<file path="src/rtl/uart_pkg.sv">
// Shared UART definitions: state encoding common to the transmitter and receiver, byte size and defaults.
// Default configuration for the 32-bit receive path.
package uart_pkg;
  localparam logic [1:0] IDLE  = 2'h0;
  localparam logic [1:0] START = 2'h1;
  localparam logic [1:0] DATA  = 2'h2;
  localparam logic [1:0] STOP  = 2'h3;

  localparam int BITS_PER_BYTE    = 8;
  localparam int OVERSAMPLE_DEF   = 16;
  localparam int WORD_BYTES_DEF   = 4;
  localparam int TIMEOUT_BITS_DEF = 20;

  // Counter width able to hold values 0..n-1, never narrower than one bit.
  function automatic int cnt_w(input int n);
    return (n > 1) ? $clog2(n) : 1;
  endfunction
endpackage

</file>
<file path="src/rtl/uart_rx_byte.sv">
// 8N1 byte receiver: rxd synchroniser, start/data/stop FSM, byte_ok/byte_err pulse in the mid-stop rxen cycle.
// Latency: byte_ok/byte_err are combinational in the rxen cycle that samples the stop bit; no backpressure.
module uart_rx_byte
  import uart_pkg::*;
#(
  parameter int OVERSAMPLE = OVERSAMPLE_DEF
) (
  input  logic       clk,
  input  logic       n_rst,
  input  logic       rxen,
  input  logic       rxd,
  output logic [7:0] byte_dat,
  output logic       byte_ok,
  output logic       byte_err,
  output logic [1:0] state
);
  localparam int SW = cnt_w(OVERSAMPLE);
  localparam logic [SW-1:0] HALF_LAST = SW'(OVERSAMPLE / 2 - 1);
  localparam logic [SW-1:0] FULL_LAST = SW'(OVERSAMPLE - 1);
  localparam logic [2:0]    BIT_LAST  = 3'(BITS_PER_BYTE - 1);

  logic          rxd_meta_q, rxd_meta_d;
  logic          rxd_s_q, rxd_s_d;
  logic          rxd_prev_q, rxd_prev_d;
  logic [1:0]    state_q, state_d;
  logic [SW-1:0] sample_cnt_q, sample_cnt_d;
  logic [2:0]    bit_cnt_q, bit_cnt_d;
  logic [7:0]    shreg_q, shreg_d;

  always_comb begin
    rxd_meta_d   = rxd;
    rxd_s_d      = rxd_meta_q;
    rxd_prev_d   = rxd_prev_q;
    state_d      = state_q;
    sample_cnt_d = sample_cnt_q;
    bit_cnt_d    = bit_cnt_q;
    shreg_d      = shreg_q;
    byte_ok      = 1'b0;
    byte_err     = 1'b0;
    if (rxen) begin
      // Edge history is kept at tick rate, so a line still low after a bad stop bit never looks like a new start.
      rxd_prev_d = rxd_s_q;
      case (state_q)
        IDLE: begin
          if (rxd_prev_q && !rxd_s_q) begin
            state_d      = START;
            sample_cnt_d = '0;
          end
        end
        START: begin
          if (sample_cnt_q == HALF_LAST) begin
            sample_cnt_d = '0;
            bit_cnt_d    = '0;
            state_d      = rxd_s_q ? IDLE : DATA;
          end else begin
            sample_cnt_d = sample_cnt_q + SW'(1);
          end
        end
        DATA: begin
          if (sample_cnt_q == FULL_LAST) begin
            sample_cnt_d = '0;
            shreg_d      = {rxd_s_q, shreg_q[7:1]};
            if (bit_cnt_q == BIT_LAST) begin
              state_d = STOP;
            end else begin
              bit_cnt_d = bit_cnt_q + 3'd1;
            end
          end else begin
            sample_cnt_d = sample_cnt_q + SW'(1);
          end
        end
        default: begin
          if (sample_cnt_q == FULL_LAST) begin
            sample_cnt_d = '0;
            byte_ok      = rxd_s_q;
            byte_err     = !rxd_s_q;
            state_d      = IDLE;
          end else begin
            sample_cnt_d = sample_cnt_q + SW'(1);
          end
        end
      endcase
    end
  end

  always_ff @(posedge clk or negedge n_rst) begin
    if (!n_rst) begin
      rxd_meta_q   <= 1'b1;
      rxd_s_q      <= 1'b1;
      rxd_prev_q   <= 1'b1;
      state_q      <= IDLE;
      sample_cnt_q <= '0;
      bit_cnt_q    <= '0;
      shreg_q      <= '0;
    end else begin
      rxd_meta_q   <= rxd_meta_d;
      rxd_s_q      <= rxd_s_d;
      rxd_prev_q   <= rxd_prev_d;
      state_q      <= state_d;
      sample_cnt_q <= sample_cnt_d;
      bit_cnt_q    <= bit_cnt_d;
      shreg_q      <= shreg_d;
    end
  end

  assign byte_dat = shreg_q;
  assign state    = state_q;
endmodule

</file>
<file path="src/rtl/uart_rx32.sv">
// UART word receiver: assembles WORD_BYTES 8N1 bytes (byte 0 in the LSBs); optional idle timeout via UART_RX_TIMEOUT_EN.
// Latency: valid/frame_err 1 clk after the stop-bit rxen tick; no backpressure, words must be taken when valid pulses.
module uart_rx32
  import uart_pkg::*;
#(
  parameter int OVERSAMPLE = OVERSAMPLE_DEF,
  parameter int WORD_BYTES = WORD_BYTES_DEF
`ifdef UART_RX_TIMEOUT_EN
  ,
  parameter int TIMEOUT_BITS = TIMEOUT_BITS_DEF
`endif
) (
  input  logic                      clk,
  input  logic                      n_rst,
  input  logic                      rxen,
  input  logic                      rxd,
  output logic [8*WORD_BYTES-1:0]   rx_data,
  output logic                      valid,
  output logic                      frame_err,
  output logic                      rx_busy
);
  localparam int WW = BITS_PER_BYTE * WORD_BYTES;
  localparam int CW = cnt_w(WORD_BYTES);
  localparam logic [CW-1:0] LAST_LANE = CW'(WORD_BYTES - 1);

  logic [7:0]    byte_dat;
  logic          byte_ok;
  logic          byte_err;
  logic [1:0]    state;
  logic          timeout_fire;

  logic [WW-1:0] word_q, word_d;
  logic [WW-1:0] rx_data_q, rx_data_d;
  logic [CW-1:0] byte_cnt_q, byte_cnt_d;
  logic          valid_q, valid_d;
  logic          frame_err_q, frame_err_d;

  uart_rx_byte #(.OVERSAMPLE(OVERSAMPLE)) u_byte (
    .clk      (clk),
    .n_rst    (n_rst),
    .rxen     (rxen),
    .rxd      (rxd),
    .byte_dat (byte_dat),
    .byte_ok  (byte_ok),
    .byte_err (byte_err),
    .state    (state)
  );

`ifdef UART_RX_TIMEOUT_EN
  localparam int LIMIT = TIMEOUT_BITS * OVERSAMPLE;
  localparam int TW    = cnt_w(LIMIT);

  logic [TW-1:0] idle_cnt_q, idle_cnt_d;

  always_comb begin
    idle_cnt_d   = idle_cnt_q;
    timeout_fire = 1'b0;
    if (state != IDLE || byte_cnt_q == '0) begin
      idle_cnt_d = '0;
    end else if (rxen) begin
      if (idle_cnt_q == TW'(LIMIT - 1)) begin
        timeout_fire = 1'b1;
        idle_cnt_d   = '0;
      end else begin
        idle_cnt_d = idle_cnt_q + TW'(1);
      end
    end
  end

  always_ff @(posedge clk or negedge n_rst) begin
    if (!n_rst) begin
      idle_cnt_q <= '0;
    end else begin
      idle_cnt_q <= idle_cnt_d;
    end
  end
`else
  assign timeout_fire = 1'b0;
`endif

  always_comb begin
    word_d      = word_q;
    rx_data_d   = rx_data_q;
    byte_cnt_d  = byte_cnt_q;
    valid_d     = 1'b0;
    frame_err_d = 1'b0;
    if (byte_ok) begin
      word_d[int'(byte_cnt_q)*BITS_PER_BYTE +: BITS_PER_BYTE] = byte_dat;
      if (byte_cnt_q == LAST_LANE) begin
        rx_data_d  = word_d;
        valid_d    = 1'b1;
        byte_cnt_d = '0;
      end else begin
        byte_cnt_d = byte_cnt_q + CW'(1);
      end
    end else if (byte_err || timeout_fire) begin
      // Stale lanes in word_q are harmless: every lane is rewritten before the next valid.
      frame_err_d = 1'b1;
      byte_cnt_d  = '0;
    end
  end

  always_ff @(posedge clk or negedge n_rst) begin
    if (!n_rst) begin
      word_q      <= '0;
      rx_data_q   <= '0;
      byte_cnt_q  <= '0;
      valid_q     <= 1'b0;
      frame_err_q <= 1'b0;
    end else begin
      word_q      <= word_d;
      rx_data_q   <= rx_data_d;
      byte_cnt_q  <= byte_cnt_d;
      valid_q     <= valid_d;
      frame_err_q <= frame_err_d;
    end
  end

  assign rx_data   = rx_data_q;
  assign valid     = valid_q;
  assign frame_err = frame_err_q;
  assign rx_busy   = (state != IDLE) || (byte_cnt_q != '0);
endmodule

</file>
<file path="config.mk">
export PLATFORM = sky130hd
export DESIGN_NAME = uart_rx32
export DESIGN_NICKNAME = d
export VERILOG_FILES = /design/src/rtl/uart_pkg.sv /design/src/rtl/uart_rx_byte.sv /design/src/rtl/uart_rx32.sv
export SDC_FILE = /design/constraint.sdc
export NUM_CORES = 1
export LEC_CHECK = 0
export BUFFER_PORTS_ARGS = -buffer_cell sky130_fd_sc_hd__buf_2
export CAP_MARGIN = 20
export CORE_MARGIN = 1.5
export CORE_UTILIZATION = 45
export CTS_CLUSTER_SIZE = 16
export DETAILED_ROUTE_END_ITERATION = 7
export PLACE_DENSITY_LB_ADDON = 0.3
export SLEW_MARGIN = 20
export SYNTH_ARGS = -nofsm -noshare
export SYNTH_HDL_FRONTEND = slang
export SYNTH_HIERARCHICAL = 1
export SYNTH_SLANG_ARGS = --single-unit
export TNS_END_PERCENT = 30
</file>
<file path="constraint.sdc">
create_clock -name clk -period 4.5 [get_ports clk]
set_input_delay 0.9 -clock clk [delete_from_list [all_inputs] [get_ports clk]]
set_output_delay 0.9 -clock clk [all_outputs]
set_load 0.02 [all_outputs]
</file>
Word-level counts from Yosys, hierarchy flattened
Cells that the tools add are included.

Flip-flop bits (word level): 88. Output and inout bits: 35. Word-level logic and storage cells: 73.

Add/sub/neg operators: 4. Eq/ne operators: 11. Shift operators: 2. Mux-type cells: 29. Reductions and logical operators: 15.

Operators with widths (number): 5-bit negator with 33-bit output (1); 8-bit by 33-bit variable shift with 32-bit output, first input constant (1); 8-bit by 33-bit variable part select with 32-bit output (1); 32-bit bitwise mux (1); 2-bit 2-to-1 mux (9); 4-bit 2-to-1 mux (3); 1-bit 2-to-1 mux (10); 3-bit 2-to-1 mux (3); 2-bit by 1-bit inequality test with 1-bit output, second input constant (4); 4-bit one-hot mux with 2 select lines (1); 2-bit nonzero test (4); 2-bit one-hot mux with 3 select lines (1); 3-bit one-hot mux with 2 select lines (1); 6-bit AND reduction (1); 5-bit AND reduction (1); 4-bit by 1-bit adder with 4-bit output, second input constant (1); 2-bit == test, second input constant (2); 4-bit by 3-bit == test with 1-bit output, second input constant (1); 4-bit == test, second input constant (1); 2-bit AND reduction (2); 3-bit by 1-bit adder with 3-bit output, second input constant (1); 3-bit == test, second input constant (1); 3-bit AND reduction (1); 3-bit nonzero test (1); 8 further kinds (8).

Longest topological paths before layout
Depth after elaboration: 6. Gate-level depth with buffers: 10. Depth with buffers taken out: 7.

Cells and area by module
The synthesis kept the hierarchy.

Modules (own cells, without submodules): uart_rx32 (times used 1, cells an instance 210, area each 2633.8 µm², seq. area each 1501.4 µm²); uart_rx_byte (times used 1, cells an instance 82, area each 1006.0 µm², seq. area each 504.2 µm²).

Worst setup path before layout
OpenSTA, ideal clock, no wires.

Path kind: reg2out. Start point: register byte_cnt_q[0]. End point: output port rx_busy. Arrival: 1.637 ns. Required time: 3.600 ns. Setup slack: 1.963 ns. Cell stages (with the launch flop): 5. Buffers on the path: 0. Cell sequence: dfrtp_1 inv_1 ha_1 inv_1 or3_1.

Word-level cells in the longest chain between the ends: 2.

Ends and longest elaborated chain: start: declaration (RTL line uart_rx32.sv:34) `logic [CW-1:0] byte_cnt_q, byte_cnt_d;`; start signal: assignment (RTL line uart_rx32.sv:113) `byte_cnt_q <= byte_cnt_d;`; 2-bit nonzero test (RTL line uart_rx32.sv:122) `assign rx_busy = (state != IDLE) || (byte_cnt_q != '0);`; 1-bit logical OR (RTL line uart_rx32.sv:122); end: declaration (RTL line uart_rx32.sv:20) `output logic rx_busy`.

No other way between the ends.

Worst setup path in the final report
Ends and elaborated chain as after synthesis.

==> metrics <==
status=finished clean; clk_lat worst skew=between 0.3 and 0.4 ns; r2r worst-path depth=8; switching power=0.5266 mW; worst-case clock buffer depth=2; total CTS buffers=9; Clk pwr share=0.354; worst-margin pin slew=around 1.1 ns; Critical Path AT=between 2 and 2.5 ns; Vias=around 2500; synth top area cells=dfrtp_1, a32o_1, a22o_1, o221ai_1, nand2_1; Final Non-Filler Cells=around 430; critical path class=reg -> out; dpl cell area=just under 4000 um2; simple-gate share of the synthesized area=0.1492; cell accounting for the most synthesized area=dfrtp_1; period utilisation layout=0.7034; Worst setup SP type=flop; post-synthesis compound-gate area fraction=0.1891; share of cells above drive strength 1=0.2477; crit end category=output pin; final wirelength=roughly 7.4 mm; Post-synth EDFFs=0; first-pass GRT wire length=12.40 mm; Die ar.=8637 um2; std cell rows=32; R2R Setup Slk=1.57 ns; Final Net Count=approximately 330; H-Tree Depth=3; vias in the first global route=2426; top_reg_cell synth=dfrtp_1; part of the power in combinational logic=0.171; RSZ-0062 raised after global routing=no; Fin Hold WS=between 0.3 and 0.4 ns; first drt pass iteration count=4; GRT Resource Usage Total=0.1854; Die X=approximately 93 um; Area Overhead vs Synth=12.68%; Die H=slightly above 90 um; Seq/Total Area, Yosys=0.5510; final total power=~1.7 mW; Netlist cell types=between 50 and 60; r2r startpoint=u_byte/sample_cnt_q[0]$_DFFE_PN0P_; number of routed nets with antenna violations=0; Critical Path Source=byte_cnt_q[0]$_DFFE_PN0P_; flop and latch count out of synthesis=80; dpl ws=1.280 ns; final instance area=around 4100 um2; Synth Area in Adders=0.02750; vias per cell=a little under 6; Final Setup Violations=0; postcts setup bufs=0; post-cts gate resize count=0; Net Sw Frac=0.3048; # clock sinks=80; largest net degree at the start of global routing=between 80 and 90; clock root buffer=clkbuf_8; Max FO, Critical Path=9; boundary pin count=39; Mapped Area=approximately 3600 um2; Mapped Cells=approximately 290; DRT iter0 DRCs=170; synth warn=6; Hold Fails Final Rpt=0; CP endpoint=rx_busy; Synth async-reset ratio=1.000; Clock Skew=0.01277 ns; Max Freq=~0.32 GHz; pwr dens=roughly 420 nW/um2; Post-DP HPWL=around 4.8 mm; Inst Count DP=413; total global routing overflow=0; top-area cell type share of the netlist area=0.5294; DR WL/cell=approximately 17 um; Pins Over Slew Limit=0; Worst Hold Class=reg -> reg; syn_area_per_cell=roughly 12 um2; Slew HR=0.2755; Reg clk slew, reported paths=0.09 ns; largest family of logic cells by synthesized area=compound AO/OA/AOI/OAI gates; final worst setup slack=~1.3 ns; synthesized netlist net count=between 300 and 400; RR Endpoint=rx_data[4]$_DFFE_PN0P_; TritonCTS clock tree=yes; Hold Buf Count CTS=0; worst endpoint required time=between 3 and 4 ns; Seq pwr share=0.475; Lkg Pwr=1.957 nW; Internal Pwr Total=approximately 1.2 mW; Final min period=3.165 ns; mux cell area share after synthesis=0.04160; total core area=7767 um2; Residual DRC=0; routability cong.=between 0.7 and 0.8; Layout Utilization=0.5280; initial antenna violation count=0; ant diodes=0; XOR/XNOR share of the synthesized area=0.002406; port bufs=38; setup tns final=0 ns; Max-Cap Viols=0; Peak VDD IR=~0.31 mV; Starting Density=0.4686
[cells in the mapped netlist (all sizes together) (3+ instances only)]
cell type / count
nand3: 5
dfrtp: 77
clkbuf: 11
a22o: 18
nand2b: 17
a32o: 17
inv: 8
nand2: 31
buf: 10
ha: 8
nor2: 3
a21oi: 3
o21ai: 3
nor3: 3
a221o: 7
o221ai: 17
and3: 7
mux2: 11
dfstp: 3
[logic make-up (layout without fill, tap and decap cells)]
group,after synthesis,in the layout
and+or+nand+nor,84,84
DFF,80,80
buffers and inverters,29,64
adders and majority gates,8,8
xor gates and xnor gates,1,1
muxes,13,13
AOI/OAI and AO/OA,77,77
[registers in the layout, summed over array words and instances, names as in the netlist]
register,cells
u_byte/rxd_s_q,1
byte_cnt_q,2
u_byte/sample_cnt_q,4
u_byte/rxd_prev_q,1
rx_data,32
valid,1
word_q,24
u_byte/bit_cnt_q,3
u_byte/byte_dat,8
u_byte/rxd_meta_q,1
u_byte/state,2
frame_err,1
[critical path, stage by stage (launching register included)]
cell and delay [ns]:
dfrtp_1 0.51, inv_1 0.22, ha_1 0.40, inv_1 0.23, or3_1 0.39, buf_2 0.16
[power groups by stage]
stage	Sequential [mW]	Clock, mW	Combinational (mW)
2_1_floorplan	0.795	0	0.281
3_3_place_gp	0.833	0	0.294
3_5_place_dp	0.836	0	0.297
4_1_cts	0.821	0.629	0.299
5_1_grt	0.827	0.660	0.327
6_report	0.820	0.612	0.296
[metal layers]
layer / vias up / part of all wire / global-route usage
li1: 1176 / - / -
met1: 1259 / 0.47 / 0.2608
met2: 48 / 0.47 / 0.2822
met3: 10 / 0.041 / 0.04516
met4: 0 / 0.013 / 0.05808
met5: - / 0 / 0
[how the worst min path moves through the flow]
stage / startpoint / endpoint / depth (start not counted)
4_1_cts: u_byte/rxd_meta_q$_DFF_PN1_ / u_byte/rxd_s_q$_DFF_PN1_ / 0
3_5_place_dp: u_byte/rxd_meta_q$_DFF_PN1_ / u_byte/rxd_s_q$_DFF_PN1_ / 0
5_1_grt: u_byte/rxd_meta_q$_DFF_PN1_ / u_byte/rxd_s_q$_DFF_PN1_ / 0
3_3_place_gp: u_byte/rxd_meta_q$_DFF_PN1_ / u_byte/rxd_s_q$_DFF_PN1_ / 0
2_1_floorplan: u_byte/rxd_meta_q$_DFF_PN1_ / u_byte/rxd_s_q$_DFF_PN1_ / 0
6_report: u_byte/rxd_meta_q$_DFF_PN1_ / u_byte/rxd_s_q$_DFF_PN1_ / 0
[layout by cell type, fill, tap and decap left out, types with 2 or more instances in the layout]
cell,synthesis,layout
mux2_4,2,2
a221o_1,7,7
nor2_1,3,3
nor4_4,2,2
dfrtp_1,77,77
o21ai_0,2,2
clkbuf_8,0,10
mux2i_1,2,2
inv_6,0,2
a32o_1,17,17
and4_1,2,2
o221ai_1,17,17
nand2b_1,17,17
a22o_1,18,18
dfstp_2,3,3
nor2b_1,2,2
bufinv_16,0,2
ha_1,8,8
nand2_1,31,31
mux2_2,9,9
nand3b_1,2,2
buf_2,4,37
o31a_1,2,2
nand3_1,5,5
buf_4,3,2
and3_1,7,7
inv_1,8,8
o2bb2ai_1,2,2
a21oi_1,3,3
[area by class of cell]
type                            count  area, um2
Inverter                            8      30.03
Tap cell                          102      127.6
Multi-Input combinational cell    183       1491
Fill cell                         703       3666
Timing Repair Buffer               40      211.5
Sequential cell                    80       2006
Clock inverter                      6      97.59
Clock buffer                       10      137.6
No activity file was read; power rests on OpenSTA's default activity.
